**config.mk**
```make
export PLATFORM = sky130hd
export DESIGN_NAME = nubus_cpu_bridge
export DESIGN_NICKNAME = d
export VERILOG_FILES = /design/src/rtl/nubus_bridge_pkg.sv /design/src/rtl/nubus_req_fifo.sv /design/src/rtl/nubus_cpu_bridge.sv
export SDC_FILE = /design/constraint.sdc
export NUM_CORES = 1
export LEC_CHECK = 0
export ABC_AREA = 1
export BUFFER_PORTS_ARGS = -buffer_cell sky130_fd_sc_hd__buf_2
export CORE_MARGIN = 3
export CORE_UTILIZATION = 35
export CTS_BUF_LIST = sky130_fd_sc_hd__clkbuf_4 sky130_fd_sc_hd__clkbuf_8
export DETAILED_ROUTE_END_ITERATION = 6
export GPL_TIMING_DRIVEN = 0
export PLACE_DENSITY = 0.55
export RECOVER_POWER = 100
export SLEW_MARGIN = 10
export SYNTH_ARGS = -nofsm -noshare
export SYNTH_HDL_FRONTEND = slang
export SYNTH_SLANG_ARGS = --single-unit
```
**constraint.sdc**
```tcl
create_clock -name nub_clkn -period 3.7 [get_ports nub_clkn]
set_input_delay 0.37 -clock nub_clkn [delete_from_list [all_inputs] [get_ports nub_clkn]]
set_output_delay 0.37 -clock nub_clkn [all_outputs]
set_load 0.1 [all_outputs]
```
**src/rtl/nubus_bridge_pkg.sv**
```systemverilog
// Shared types for the processor-to-NuBus request bridge.
package nubus_bridge_pkg;

  typedef enum logic [1:0] {
    IDLE,
    ISSUE,
    RESP
  } state_t;

  typedef struct packed {
    logic [31:0] addr;
    logic [31:0] wdata;
    logic [3:0]  wstrb;
    logic        lock;
  } req_entry_t;

  localparam int TIMER_W = 16;
  localparam int ENTRY_W = $bits(req_entry_t);

endpackage

```
**src/rtl/nubus_req_fifo.sv**
```systemverilog
// Synchronous request FIFO; pushes while full and pops while empty are ignored.
module nubus_req_fifo #(
  parameter int DEPTH = 4,
  parameter int WIDTH = 69
) (
  input  logic             clk,
  input  logic             rst_n,
  input  logic             push,
  input  logic [WIDTH-1:0] push_data,
  input  logic             pop,
  output logic [WIDTH-1:0] pop_data,
  output logic             full,
  output logic             empty
);

  localparam int PTR_W = $clog2(DEPTH);
  localparam int CNT_W = PTR_W + 1;

  logic [WIDTH-1:0] mem [DEPTH];
  logic [PTR_W-1:0] wr_ptr;
  logic [PTR_W-1:0] rd_ptr;
  logic [CNT_W-1:0] count;
  logic             do_push;
  logic             do_pop;

  assign full     = (count == CNT_W'(DEPTH));
  assign empty    = (count == '0);
  assign do_push  = push && !full;
  assign do_pop   = pop && !empty;
  assign pop_data = mem[rd_ptr];

  // NOTE: storage has no reset; count alone decides which entries are valid.
  always_ff @(posedge clk) begin
    if (do_push) mem[wr_ptr] <= push_data;
  end

  // NOTE: sequential state uses non-blocking assignments so every flop samples pre-edge values.
  always_ff @(posedge clk or negedge rst_n) begin
    if (!rst_n) begin
      wr_ptr <= '0;
      rd_ptr <= '0;
      count  <= '0;
    end else begin
      if (do_push) wr_ptr <= wr_ptr + PTR_W'(1);
      if (do_pop)  rd_ptr <= rd_ptr + PTR_W'(1);
      case ({do_push, do_pop})
        2'b10:   count <= count + CNT_W'(1);
        2'b01:   count <= count - CNT_W'(1);
        default: count <= count;
      endcase
    end
  end

endmodule

```
**src/rtl/nubus_cpu_bridge.sv**
```systemverilog
// Queues processor requests and runs them one at a time against the NuBus master port.
module nubus_cpu_bridge
  import nubus_bridge_pkg::*;
#(
  parameter int DEPTH   = 4,
  parameter int TIMEOUT = 255
) (
  input  logic        nub_clkn,
  input  logic        nub_resetn,
  input  logic        req_valid,
  output logic        req_ready,
  input  logic [31:0] req_addr,
  input  logic [31:0] req_wdata,
  input  logic [3:0]  req_wstrb,
  input  logic        req_lock,
  output logic        rsp_valid,
  input  logic        rsp_ready,
  output logic [31:0] rsp_rdata,
  output logic        rsp_err,
  output logic        bus_valid,
  output logic [31:0] bus_addr,
  output logic [31:0] bus_wdata,
  output logic [3:0]  bus_write,
  output logic        bus_lock,
  input  logic        bus_ready,
  input  logic [31:0] bus_rdata
);

  // Timeout fires on the edge that would bring the timer up to TIMEOUT.
  localparam logic [TIMER_W-1:0] TIMEOUT_LAST = TIMER_W'(TIMEOUT - 1);

  state_t             state;
  logic [TIMER_W-1:0] timer;
  logic               cur_lock;
  req_entry_t         push_entry;
  req_entry_t         head;
  logic               fifo_full;
  logic               fifo_empty;
  logic               pop;

  assign push_entry = '{addr: req_addr, wdata: req_wdata, wstrb: req_wstrb, lock: req_lock};
  assign req_ready  = !fifo_full;
  assign pop        = (state == IDLE) && !fifo_empty;

  nubus_req_fifo #(
    .DEPTH (DEPTH),
    .WIDTH (ENTRY_W)
  ) u_fifo (
    .clk       (nub_clkn),
    .rst_n     (nub_resetn),
    .push      (req_valid),
    .push_data (push_entry),
    .pop       (pop),
    .pop_data  (head),
    .full      (fifo_full),
    .empty     (fifo_empty)
  );

  always_ff @(posedge nub_clkn or negedge nub_resetn) begin
    if (!nub_resetn) begin
      state     <= IDLE;
      timer     <= '0;
      cur_lock  <= 1'b0;
      bus_valid <= 1'b0;
      bus_addr  <= '0;
      bus_wdata <= '0;
      bus_write <= '0;
      bus_lock  <= 1'b0;
      rsp_valid <= 1'b0;
      rsp_rdata <= '0;
      rsp_err   <= 1'b0;
    end else begin
      case (state)
        IDLE: begin
          if (!fifo_empty) begin
            bus_valid <= 1'b1;
            bus_addr  <= head.addr;
            bus_wdata <= head.wdata;
            bus_write <= head.wstrb;
            cur_lock  <= head.lock;
            // A lock held over from a completed locked entry stays asserted.
            bus_lock  <= bus_lock | head.lock;
            state     <= ISSUE;
          end
        end

        ISSUE: begin
          if (bus_ready) begin
            rsp_rdata <= (bus_write == '0) ? bus_rdata : '0;
            rsp_err   <= 1'b0;
            rsp_valid <= 1'b1;
            bus_lock  <= cur_lock;
            bus_valid <= 1'b0;
            bus_addr  <= '0;
            bus_wdata <= '0;
            bus_write <= '0;
            state     <= RESP;
          end else begin
            if (timer != '1) timer <= timer + TIMER_W'(1);
            if (timer >= TIMEOUT_LAST) begin
              rsp_rdata <= '0;
              rsp_err   <= 1'b1;
              rsp_valid <= 1'b1;
              bus_lock  <= 1'b0;
              bus_valid <= 1'b0;
              bus_addr  <= '0;
              bus_wdata <= '0;
              bus_write <= '0;
              state     <= RESP;
            end
          end
        end

        RESP: begin
          if (rsp_ready) begin
            rsp_valid <= 1'b0;
            timer     <= '0;
            state     <= IDLE;
          end
        end

        default: state <= IDLE;
      endcase
    end
  end

endmodule
```
# Word-level counts from Yosys, hierarchy flattened
# Memories as Yosys holds them, arrays and structs flattened.
# Index checks and enable logic that the tools add are counted.
# word_totals
register_bits	130
ram_bits	276
input_bits	106
out_inout_bits	105
n_memories	1
# memory_table
name	depth	width	rd	rd_clocked_by_memory_dff	wr	line_no	source
u_fifo.mem	4	69	1	0	1	nubus_req_fifo.sv:19	logic [WIDTH-1:0] mem [DEPTH];
# classes
eq_ne	11
n_bitwise	2
n_mux	36
add_sub_neg	5
n_lt_le_gt_ge	1
n_reduce_logical	18
# op_table
cell	n
2-to-1 mux 32 bit	6
case mux 32 bit (2 select lines)	2
2-to-1 mux 16 bit	3
case mux 16 bit (2 select lines)	1
adder 16 x 1 -> 16 bit (second input constant)	1
>= comparator 16 x 8 -> 1 bit (second input constant)	1
inequality test 16 bit (second input constant)	1
2-to-1 mux 4 bit	3
2-to-1 mux 1 bit	11
AND reduction 3 bit	3
2-to-1 mux 2 bit	4
inequality test 2 bit (second input constant)	4
case mux 4 bit (2 select lines)	1
nonzero test 2 bit	4
case mux 1 bit (2 select lines)	3
case mux 2 bit (3 select lines)	1
case mux 3 bit (2 select lines)	1
adder 2 x 1 -> 2 bit (second input constant)	2
equality test 2 x 1 -> 1 bit (second input constant)	2
equality test 2 bit (second input constant)	2
zero test 4 bit	1
AND reduction 2 bit	2
AND reduction 4 bit	1
adder 3 x 1 -> 3 bit (second input constant)	1
other kinds (9)	12

# Depth between registers and ports, before layout
# Gate-level depths: netlist of the first run.
# logic_depth
ltp_word	6
mapped_depth	11
depth_no_buf	10

# Modules after synthesis
# From an unflattened synthesis of the first run, not the netlist that was laid out.
# hier_totals
cells_unflattened	1499
hier_area_um2	16766.1
# modules_own_cells
mod	area_per_inst_um2	cells_per_inst	n_inst	seq_area_each_um2
nubus_req_fifo	11370.9	866	1	8463.1
nubus_cpu_bridge	5395.2	633	1	3078.0

# Least setup slack after synthesis of the first run
# No wires, ideal clock.
# synth_path
kind	register to register
start	register u_fifo.count[0]
end	memory u_fifo.mem[0][0], enable pin
path_slack_ns	-1.358
path_stages_with_launch	5
setup_time_ns	0.497
required_ns	3.203
arrival_ns	4.562
cell_sequence	dfrtp_1 -> inv_1 -> nand3_1 -> nand2_1 -> nor2_1
# synth_via
elab_chain_cells	5
# synth_lines
item	line_no	source
start, declared	nubus_req_fifo.sv:22	logic [CNT_W-1:0] count;
start signal, assigned	nubus_req_fifo.sv:47	2'b10: count <= count + CNT_W'(1);
start signal, assigned	nubus_req_fifo.sv:48	2'b01: count <= count - CNT_W'(1);
start signal, assigned	nubus_req_fifo.sv:49	default: count <= count;
equality test 3 bit	nubus_req_fifo.sv:26	assign full = (count == CNT_W'(DEPTH));
zero test 1 bit	-	
named net req_ready	nubus_cpu_bridge.sv:11	output logic req_ready,
logical AND 1 bit	nubus_req_fifo.sv:28	assign do_push = push && !full;
2-to-1 mux 1 bit	nubus_req_fifo.sv:34	if (do_push) mem[wr_ptr] <= push_data;
2-to-1 mux 1 bit (not written as such)	nubus_req_fifo.sv:34	
end, declared	nubus_req_fifo.sv:19	
# The timed path passes the listed nets, and every way through them passes these cells.

# Worst setup path in the final report of the first run
# layout_path
start	register timer[0]
end	register state[1]
# layout_via
elab_chain_cells	3
# layout_lines
item	line_no	source
start, declared	nubus_cpu_bridge.sv:33	logic [TIMER_W-1:0] timer;
start signal, assigned	nubus_cpu_bridge.sv:99	if (timer != '1) timer <= timer + TIMER_W'(1);
>= comparator 16 x 8 -> 1 bit	nubus_cpu_bridge.sv:100	if (timer >= TIMEOUT_LAST) begin
inequality test 3 bit (no line)	-	
AND reduction 3 bit (no line)	-	
end signal, assigned	nubus_cpu_bridge.sv:97	state <= RESP;
end signal, assigned	nubus_cpu_bridge.sv:109	state <= RESP;
end signal, assigned	nubus_cpu_bridge.sv:118	state <= IDLE;
end, declared	nubus_cpu_bridge.sv:32	state_t state;
# Every way passes these cells.
# A chain may end at the register's enable or synchronous reset.

==> results of run 1 <==
[layout make-up]
type                    count  area, um2
diodes                      2       5.00
plain buffers              77        312
flip-flops and latches    406      11500
clock inverters            12        118
well taps                 592        741
clock buffers             115       1370
fillers                  4330      24500
multi-input cells         796       3700
repair buffers            311       1960
inverters                  62        233
[power breakdown]
| group | switching, W | total, W | internal [W] |
|---|---|---|---|
| sequential | 0.000520 | 0.00664 | 0.00612 |
| combinational | 0.00712 | 0.00876 | 0.00164 |
| clock | 0.00179 | 0.00426 | 0.00248 |
| total | 0.00943 | 0.0197 | 0.0102 |
[per-layer routing]
metal	global-route usage [%]	share of wire [%]	vias to the layer above
li1	-	-	5459
met1	25.0	45	5584
met2	29.4	47	366
met3	4.20	6.0	82
met4	5.92	2.2	4
met5	0	0.061	-
[critical path, cell delays in order (launching register included)]
cell and delay (ns):
dfrtp_1 0.43, inv_1 0.10, ha_1 0.20, nor2_1 0.09, nor2_1 0.05, nand2_1 0.07, nand3_1 0.10, nand2_1 0.48
clkbuf_1 0.68, clkbuf_1 0.42, o21ai_0 0.18
[metrics by stage]
| stage | instance area, um2 | hold slack (ns) | instances | TNS (ns) | total power [W] |
|---|---|---|---|---|---|
| after detailed placement | 18000 | 0.317 | 2156 | 0 | 0.0158 |
| final | 20000 | 0.0542 | 2373 | 0 | 0.0197 |
| after floorplan | 15900 | 0.0744 | 1341 | -74.02 | 0.0131 |
| after global placement | 17700 | 0.452 | 2143 | -280.18 | 0.0155 |
| after global routing | 20000 | 0.0202 | 2372 | 0 | 0.0208 |
| after CTS | 20400 | 0.00305 | 2371 | 0 | 0.0202 |
[cell families (layout without fill, tap and decap cells)]
| logic type | Yosys count | in the layout | synth area share [%] |
|---|---|---|---|
| adder cells (fa/ha/maj) | 8 | 8 | 0.679 |
| AND/OR/NAND/NOR | 519 | 519 | 13.4 |
| XOR/XNOR | 8 | 8 | 0.442 |
| other | 0 | 2 | 0 |
| buffers and inverters | 139 | 577 | 3.68 |
| flip-flops | 406 | 406 | 72.8 |
| AO/OA/AOI/OAI | 261 | 261 | 8.98 |
[state kept, by name, indices dropped and copies added, names as in the netlist]
| name | flops |
|---|---|
| bus_write | 4 |
| state | 2 |
| rsp_err | 1 |
| timer | 16 |
| u_fifo.rd_ptr | 2 |
| u_fifo.count | 3 |
| u_fifo.wr_ptr | 2 |
| bus_wdata | 32 |
| bus_lock | 1 |
| bus_valid | 1 |
| cur_lock | 1 |
| u_fifo.mem | 276 |
| rsp_rdata | 32 |
| rsp_valid | 1 |
| bus_addr | 32 |
[cell usage in the layout, fill, tap and decap left out, types with 49 or more instances in the layout]
| master | Yosys | layout |
|---|---|---|
| inv_1 | 61 | 62 |
| nand3_1 | 93 | 93 |
| o21ai_0 | 176 | 184 |
| nand2_1 | 238 | 241 |
| clkbuf_8 | 0 | 81 |
| o22ai_1 | 68 | 68 |
| edfxtp_1 | 276 | 276 |
| buf_2 | 22 | 49 |
| nor2_1 | 167 | 166 |
| dfrtp_1 | 130 | 130 |
| clkbuf_1 | 46 | 235 |
| dlygate4sd3_1 | 0 | 88 |
[worst max path at each step]
stage                                    to  cells after the start
after floorplan            u_fifo.mem[0][0]                      4
after global placement    u_fifo.mem[3][16]                      4
after detailed placement    u_fifo.count[2]                     10
after CTS                   u_fifo.count[2]                     10
after global routing          bus_wdata[29]                      3
final                              state[1]                     10
==> results list, run 1 <==
* Result of the run: finished, violations left
- The final reports fail on max-capacitance violations, max-slew violations.
- Maximum count of clock buffers along a single path: 3
- The count of final max-slew check failures is 97.
* Number of cells traversed by the worst hold path: 3
* Number of violations of the max-capacitance limit: 2
- Final Util: 44.9%
- For this block, the via count after detailed routing is 11495.
* Remaining global-route overflow: 0
- In the routed layout, each cell is associated on average with a via count of 4.84.
- Fraction of final layout cells with drive strength greater than 1: 11.1%
* Number of flops mapped to enable cells by yosys: 276
- Total power divided by cell area: 985 mW/mm2
* Worst slew margin: -46.2%
- Entering global routing, the biggest net connects 85 pins.
* Fraction of synthesis flops using an asynchronous set or reset pin: 32.0%
- The first global-routing pass estimated 67100 um of wire.
- After clock tree synthesis, the flow added hold-fix buffers numbering 88.
* Area growth from synthesis to layout: 26.0%
- For the worst setup path, the data required time is 4.14 ns.
* Period Utilization, post-route: 80.6%
- After floorplanning, the core was divided into 77 placement rows.
* Clock buffers created by TritonCTS: 71
* Type of the worst setup path: reg2reg
* Global-route total usage across every layer: 18.4%
* Top cell type's share of synthesized area: 52.3%
- By area the synthesized netlist is led by edfxtp_1, dfrtp_1, nand2_1.
- Hold worst-path end: rsp_rdata[4]
* Fin. Hold Viols: 0
* Launch instance of the worst register-to-register path: timer[0]
* Wirelength per Cell: 18.7 um
- The path class of the tightest hold or removal check is in2reg.
* Mapped Avg Cell Area: 11.8 um2
* Clock tree from TritonCTS: built
* Number of design rule violations left after detail routing: 0
- PostCTS Resize Cnt: 0
* Startpoint kind of the worst setup timing path: register
- Synthesized net count: 1455
- The worst register-to-register path has a setup slack of 0.72 ns.
- Unrepaired setup endpoints after global routing: false
* Vias in the first global route: 11676
* Netlist area before placement: 0.0159 mm2
- H-tree Lvls: 3
* Top post-synthesis cells by count: edfxtp_1, nand2_1, o21ai_0
- Minimum setup slack after placement: 1.09 ns
* Number of I/O pins: 211
- Flop and latch count out of synthesis: 406
- Die Area: 0.0479 mm2
- After layout, the worst setup slack is 0.716 ns.
- Layout Skew: 0.0280 ns
- Post-synthesis sequential area ratio: 72.8%
- Element type at the critical path end: register
- From left edge to right edge, the die measures 219 um.
* Standby leakage power: 7.78 nW
- Antenna violations before repair: 3
* Clock sink count: 406
- F_max: 335 MHz
- During synthesis, Yosys emitted a total of 0 warnings.
- In this run, the number of DRC markers left after iteration 0 of detailed routing was 671.
* Core ar.: 0.0445 mm2
- Wires add up to 44400 um.
- Post-CTS Setup Repair Bufs: 0
- Starting density of the core: 35.6%
- Top flip-flop cell by instance count after synthesis: edfxtp_1
- Slew of the pin with the lowest slew margin: 2.19 ns
- Instance count of the mapped netlist: 1341
- After legalization and detailed placement, the total HPWL measured 29000 um.
- WP data arrival: 3.43 ns
* Clock input transition at the sequential cells of the worst setup and hold paths: 0.06 ns
* Period minus WS final: 2.98 ns
- In the post-synthesis netlist, the cell with the most instances is edfxtp_1.
* Last weighted congestion value of the routability-driven placer: 0.818
- During placement, the flow inserted port buffers numbering 210.
- Later-pin clock latency in the skew report: 0.61 ns
- Before antenna repair, the detailed router went through 5 iterations.
- In this run the worst setup path begins at timer[0].
- Peak supply drop: 0.000970 V
* Antenna Nets Post-Route: 0
- Total Nets Final: 1839
- Vert. Die Dim: 219 um
- The root buffer cell chosen for the clock tree is clkbuf_8.
- Final setup violation count: 0
- Hold path start: bus_rdata[4]
- The largest total area in the synthesized netlist belongs to edfxtp_1.
- For the worst flop-to-flop path, the logic depth is 10.
* Reg-to-reg endpoint: state[1]
- Counting distinct cell types in the post-synthesis netlist gives 33.
- Of all nets on the critical path, the largest fanout is 10.
Power figures use the tool's default switching activity.
==> run 2: changes to the inputs <==
==> constraint.sdc (replaced) <==
create_clock -name nub_clkn -period 2.4 [get_ports nub_clkn]
set_input_delay 0.24 -clock nub_clkn [delete_from_list [all_inputs] [get_ports nub_clkn]]
set_output_delay 0.24 -clock nub_clkn [all_outputs]
set_load 0.1 [all_outputs]
==> run 2 against run 1 <==
  * Routed wire length is 0.81% lower
  * Critical endpoint is now u_fifo.mem[1][15]
  * Critical path depth is 4 lower
  * Highest routed layer unchanged
  * Largest power group unchanged
  * Largest cell class unchanged
  * Clock-buffer cell count is 11 lower
  * The flow now finishes without violations
  * Register-to-register slack worse by 0.54 ns
  * Setup slack worse by 0.54 ns
==> results list, run 2 (synthesis results as in run 1) <==
- After the first detailed-routing iteration, the DRC count stood at 890.
* Wire length of the first global-routing pass: 67400 um
- Setup repair after global routing left no endpoint under its margin.
* Leading cell types in the layout, fill and taps excluded: edfxtp_1, nand2_1, clkbuf_1, o21ai_0, nor2_1
* Element type at the critical path end: register
* Minimum setup slack after placement: -0.199 ns
- No sink is reached through more buffers than the 3 on the longest clock path.
* Antenna violations before repair: 4
* Total power divided by cell area: 1510 mW/mm2
- Setup violations remaining at the end of the flow were counted as 0.
- Flip-flop count of the largest register, all copies and words added: 276
- Final Util: 45.4%
- Across all setup checks in the final design, the least slack found is 0.172 ns.
- WP data arrival: 2.48 ns
* Peak supply drop: 0.00102 V
- The worst hold path begins at rsp_ready.
* Period minus WS final: 2.23 ns
- Detailed routing inserted a total of 11516 vias.
- Summing internal, switching and leakage power gives 0.0305 W.
- Standard-cell row count: 77
- Cell count after placement: 2156
- The finished layout holds 2390 standard cells, fillers aside.
- Root buffer cell: clkbuf_8
- Internal power comes to 0.0159 W.
- Core ar.: 0.0445 mm2
- The floorplan step defined a die boundary enclosing 0.0479 mm2.
- Leaving out fill and tap cells, the most frequent cell in the layout is edfxtp_1.
- Combinational logic is responsible for 44.4% of the overall power.
- Hold slack: 0.425 ns
* Switching power: 0.0146 W
- The critical path starts at u_fifo.count[0].
- The min-delay analysis places its worst path in the category in2reg.
* Number of I/O pins: 211
- Counting flops per register, the top entry is u_fifo.mem.
- Remaining global-route overflow: 0
* Largest net degree at the start of global routing: 81
- The worst hold path terminates at state[1].
* Switching share of power: 47.8%
* Type of the worst setup path: reg2reg
- After layout, the worst path uses 92.8% of the clock period.
* Setup slack, reg-to-reg: 0.17 ns
- STA puts the critical path data required time at 2.66 ns.
- Compared with the post-synthesis result, the final layout area differs by 27.4%.
- TritonCTS built the clock tree.
- Starting density of the core: 35.6%
- Vias in the first global route: 11823
- Fin. Hold Viols: 0
* Post-detailed-routing wire length: 44000 um
* Clock share of power: 22.0%
- Result of the run: finished clean
- In the final routed layout, each cell accounts on average for 18.4 um.
- Before antenna repair, the detailed router went through 5 iterations.
* Antenna Nets Post-Route: 0
- Sequential fraction of design power: 33.5%
* Clock buffers created by TritonCTS: 69
- STA classifies the critical path startpoint as a register.
- Layout Skew: 0.0234 ns
- The worst pin sits at a relative slew slack of 1.41%.
- Number of design rule violations left after detail routing: 0
- Clock latency on the worst-skew pair, taken at its later pin, is 0.61 ns.
* Half-perimeter wire length of the detailed placement result: 28600 um
* Reg-to-reg endpoint: u_fifo.mem[1][15]
* Max Transition Viols Final: 0
- H-tree Lvls: 3
- Input and output buffers added on the ports amount to 210.
- Fraction of final layout cells with drive strength greater than 1: 13.1%
- Using the TritonRoute via totals, the vias-per-cell ratio works out to 4.82.
* Maximum fanout count along the critical path: 21
- The startpoint identified for the worst register-to-register timing path is u_fifo.count[0].
- Number of violations of the max-capacitance limit: 0
- At the end of the flow, the number of nets in the layout was 1853.
- The analysis attributes to cell leakage a power of 7.95 nW.
- Global-route total usage across every layer: 18.4%
- The congestion estimate from routability-driven global placement came to 0.810.
- Filler Cells Inserted: 4258
- Clock-pin slew was measured on the worst setup and hold paths at 0.06 ns.
- Slew of the pin with the lowest slew margin: 1.48 ns
* Clock sink count: 406
- Measured along the x axis, the die boundary spans 219 um.
- F_max: 449 MHz
- Number of cells traversed by the worst hold path: 3
- For the worst flop-to-flop path, the logic depth is 6.
- Vert. Die Dim: 219 um
## run 2: final cells by class
class / count / area (um2) / area share [%]
diodes: 3 / 7.51 / 0.0372
plain buffers: 75 / 339 / 1.68
clock buffers: 104 / 1290 / 6.37
clock inverters: 23 / 245 / 1.21
inverters: 62 / 233 / 1.15
multi-input cells: 796 / 3720 / 18.4
flip-flops and latches: 406 / 11500 / 57.1
well taps: 592 / 741 / 3.67
repair buffers: 329 / 2080 / 10.3
## run 2: worst max path at each step
| stage | to | cells past startpoint |
|---|---|---|
| after floorplan | u_fifo.mem[0][0] | 4 |
| after global placement | bus_addr[8] | 1 |
| after detailed placement | u_fifo.count[1] | 7 |
| after CTS | bus_wdata[7] | 10 |
| after global routing | u_fifo.mem[0][9] | 6 |
| final | u_fifo.mem[1][15] | 6 |
## run 2: routing by layer
metal / vias up / wire length [um] / track usage, %
met5: - / 7 / 0
met1: 5558 / 19800 / 24.7
met4: 2 / 1180 / 6.44
met2: 372 / 20300 / 29.6
li1: 5498 / - / -
met3: 86 / 2750 / 3.88
## run 2: what timing repair did
item	CTS	global route
buffers inserted	0	1
setup endpoints to repair	2	36
pin swaps	0	1
hold endpoints to repair	363	0
hold buffers	105	0
resized for setup	1	3
## run 2: critical path, cell delays in order (launching register included)
cell and delay, ns:
dfrtp_1 0.39, inv_1 0.09, nand3_1 0.14, nand2_4 0.13
nor2_4 0.45, buf_16 0.24, clkbuf_4 0.40
## run 2: stage by stage
stage	setup TNS [ns]	cell area, um2
6_report	0	20200
5_1_grt	0	20200
4_1_cts	0	20600
3_5_place_dp	-0.366	18000
3_3_place_gp	-309.85	17700
2_1_floorplan	0	15900
## run 2: power by group through the flow
stage	Combinational [W]	Sequential (W)	Clock, W
2_1_floorplan	0.00491	0.0154	0
3_3_place_gp	0.0135	0.0103	0
3_5_place_dp	0.0139	0.0103	0
4_1_cts	0.0141	0.0102	0.00690
5_1_grt	0.0147	0.0104	0.00723
6_report	0.0136	0.0102	0.00672
==> run 3: changes to the inputs <==
--- a/config.mk
+++ b/config.mk
@@ -8,13 +8,13 @@
 export ABC_AREA = 1
 export BUFFER_PORTS_ARGS = -buffer_cell sky130_fd_sc_hd__buf_2
 export CORE_MARGIN = 3
-export CORE_UTILIZATION = 35
+export CORE_UTILIZATION = 54
 export CTS_BUF_LIST = sky130_fd_sc_hd__clkbuf_4 sky130_fd_sc_hd__clkbuf_8
 export DETAILED_ROUTE_END_ITERATION = 6
 export GPL_TIMING_DRIVEN = 0
-export PLACE_DENSITY = 0.55
+export PLACE_DENSITY = 0.78
 export RECOVER_POWER = 100
-export SLEW_MARGIN = 10
+export SLEW_MARGIN = 20
 export SYNTH_ARGS = -nofsm -noshare
 export SYNTH_HDL_FRONTEND = slang
 export SYNTH_SLANG_ARGS = --single-unit
==> constraint.sdc (replaced) <==
create_clock -name nub_clkn -period 1.9 [get_ports nub_clkn]
set_input_delay 0.19 -clock nub_clkn [delete_from_list [all_inputs] [get_ports nub_clkn]]
set_output_delay 0.19 -clock nub_clkn [all_outputs]
set_load 0.1 [all_outputs]
==> run 3 against run 2 <==
  * The run now ends with max-capacitance violations, max-slew violations left
  * Register-to-register slack got worse by 0.14 ns
  * Clock skew rose by 0.0010 ns
  * Flip-flop and latch count did not move
  * Core utilization rose by 26 points
  * Clock power rose by 13%
  * Die area fell by 34%
  * Critical path depth fell by 3
  * Sequential share of layout area fell by 0.73 points
  * Final area rose by 1.3%
  * Worst hold slack got worse by 0.047 ns
  * Combinational power rose by 35%
  * First-iteration DRC count rose by 47%
  * Largest cell class unchanged
  * Largest power group unchanged
  * Highest routed layer unchanged
==> results list, run 3 (synthesis results as in run 1) <==
* Result of the run: finished, violations left
- The final reports fail on max-capacitance violations, max-slew violations.
- Wirelength per Cell: 18.7 um
- The HPWL after detailed placement is 26200 um.
- CTS saw 406 sinks.
- Fraction of final layout cells with drive strength greater than 1: 21.1%
- The startpoint identified for the worst hold timing path is req_wdata[28].
- The clock network is responsible for 19.5% of the overall power.
- Wire length of the first global-routing pass: 62600 um
* Clock tree from TritonCTS: built
- Worst path max stage delay: 0.45 ns
* Period Utilization, post-route: 99.5%
* WP data arrival: 1.70 ns
- Walking the worst path, the cells encountered are inv_2 > nand3_4 > buf_2.
- Cell with the largest stage delay on the worst path: dfrtp_1
- The worst setup path is captured at an output pin.
* Area growth from synthesis to layout: 29.1%
- Filler Cells Inserted: 1934
- Summing all flip-flop and latch instances after layout gives 0.0115 mm2.
- Later-pin clock latency in the skew report: 0.62 ns
* Standby leakage power: 8.44 nW
* Vias in the first global route: 11777
- Including well taps, the total number of placed cells is 1950.
* Switching share of power: 47.2%
- Using the TritonRoute via totals, the vias-per-cell ratio works out to 5.45.
- STA classifies the critical path startpoint as a register.
- STA puts the critical path data required time at 1.71 ns.
- In this run the register-to-register setup slack is 0.03 ns.
* Number of cells traversed by the worst register-to-register path: 7
- Clock input transition at the sequential cells of the worst setup and hold paths: 0.06 ns
- Excluding fillers, the count of instances in the completed layout stands at 2188.
* Combined area of the multi-input logic cells: 0.00385 mm2
- Fin. Hold Viols: 0
- The path class of the tightest hold or removal check is in2reg.
* Max Transition Viols Final: 54
* Unrepaired setup endpoints after global routing: true
- Setup tns final: 0 ns
- Routed vias: 11919
* Antenna Nets Post-Route: 0
* Type of the worst setup path: reg2out
* Peak supply drop: 0.00148 V
- Once placement finished, the instance area stood at 0.0178 mm2.
- Overall die width: 177 um
- The worst hold path passes through 2 cells.
- Kind of cell with the highest combined delay on the critical path: buffers and inverters
- Die Area: 0.0315 mm2
- Launch instance of the worst register-to-register path: u_fifo.count[1]
- Number of I/O pins: 211
* Flip-flop count of the largest register, all copies and words added: 276
- Vert. Die Dim: 177 um
* Final setup violation count: 0
- Sequential fraction of design power: 33.2%
* Root buffer cell: clkbuf_8
- Total Nets Final: 1866
- Switching power: 0.0184 W
- Number of detailed-routing iterations run before antenna repair: 6
- For this run, design rule violations remaining after detail routing come to 0.
- IO Port Bufs: 210
* Buffers plus inverters on the worst setup path: 2
- Leaving out fill and tap cells, the most frequent cell in the layout is edfxtp_1.
- H-tree Lvls: 2
* Remaining global-route overflow: 0
- The floorplan has 62 rows.
- In this run the critical register-to-register path is captured at u_fifo.count[1].
* Slew of the pin with the lowest slew margin: 1.59 ns
* Post-detailed-routing wire length: 40900 um
* Core ar.: 0.0289 mm2
* Last weighted congestion value of the routability-driven placer: 0.869
* Antenna violations before repair: 1
- Hold worst-path end: u_fifo.mem[1][33]
- Clock buffers created by TritonCTS: 61
* Layout Skew: 0.0245 ns
* Final Util: 70.9%
- In this run, the number of DRC markers left after iteration 0 of detailed routing was 1305.
* Maximum count of clock buffers along a single path: 3
- Setup slack of the critical path after layout: 0.00984 ns
* Total power divided by cell area: 1900 mW/mm2
- Once the floorplan was initialized, standard cells occupied 55.0% of the core.
- The number of antenna diodes in the final layout is 0.
* Worst slew margin: -5.99%
* Finished layout cell area: 0.0205 mm2
- The tool flagged a number of max-cap violations equal to 1.
- Register containing the most flip-flops in the final layout: u_fifo.mem
- Internal cell power: 0.0205 W
- In the global route stage, overall resource usage came out at 25.7%.
- In this run the worst setup path begins at u_fifo.count[0].
- The clock period could shrink to 1.89 ns.
- Largest net degree at the start of global routing: 78
* Minimum setup slack after placement: -0.817 ns
* Maximum fanout count along the critical path: 3
* F_max: 529 MHz
- Combinational cell fraction of total power: 47.3%
- The library cells used most frequently in the layout, excluding fill and tap cells, are edfxtp_1, nand2_1, o21ai_0, nor2_1, buf_2.
## run 3: changes by cell type in the layout (fill, tap and decap cells not counted), moves of 6 or more
cell and delta:
buf_4 +25, o21ai_2 +9, clkbuf_1 -102, clkbuf_8 -6, buf_16 +9, o21ai_0 -10, clkbuf_2 -19, clkbuf_4 +7
buf_2 +97
## run 3: per-stage QoR
step	hold slack (ns)	total power, W
finish	0.378	0.0389
global route	0.374	0.0408
CTS	0.105	0.0387
detailed placement	0.161	0.0304
global placement	0.401	0.0295
floorplan	-0.106	0.0256
## run 3: layout make-up
type / count / area share, %
tap: 384 / 2.35
buffer: 76 / 2.15
sequential: 406 / 56.4
inverter: 62 / 1.15
timing repair buffer: 349 / 12.5
multi-input combinational: 796 / 18.8
clock inverter: 19 / 0.782
clock buffer: 96 / 5.81
## run 3: how the worst max path moves through the flow
| stage | slack [ns] | cells past startpoint | end |
|---|---|---|---|
| global route | -0.08 | 10 | u_fifo.count[2] |
| global placement | -1.26 | 1 | bus_addr[7] |
| detailed placement | -0.82 | 7 | u_fifo.count[1] |
| CTS | -0.01 | 3 | req_ready |
| finish | 0.01 | 3 | req_ready |
| floorplan | -0.43 | 3 | u_fifo.mem[0][0] |
## run 3: metal layers
metal | track usage, % | part of all wire (%)
met1 | 34.0 | 40
met3 | 4.86 | 8.6
met5 | 0 | 0.017
met2 | 43.2 | 49
met4 | 8.84 | 2.6
## run 3: power groups by stage
| stage | clock [W] | combinational [W] | sequential, W |
|---|---|---|---|
| after floorplan | 0 | 0.00622 | 0.0194 |
| after global placement | 0 | 0.0165 | 0.0130 |
| after detailed placement | 0 | 0.0174 | 0.0130 |
| after CTS | 0.00768 | 0.0181 | 0.0129 |
| after global routing | 0.00811 | 0.0196 | 0.0131 |
| final | 0.00759 | 0.0184 | 0.0129 |
## run 3: repair_timing
action / CTS / global route
buffers inserted: 14 / 5
endpoints found under the hold margin: 444 / 0
pin swaps: 8 / 7
resized for setup: 37 / 39
setup endpoints to repair: 153 / 134
hold buffers: 105 / 0
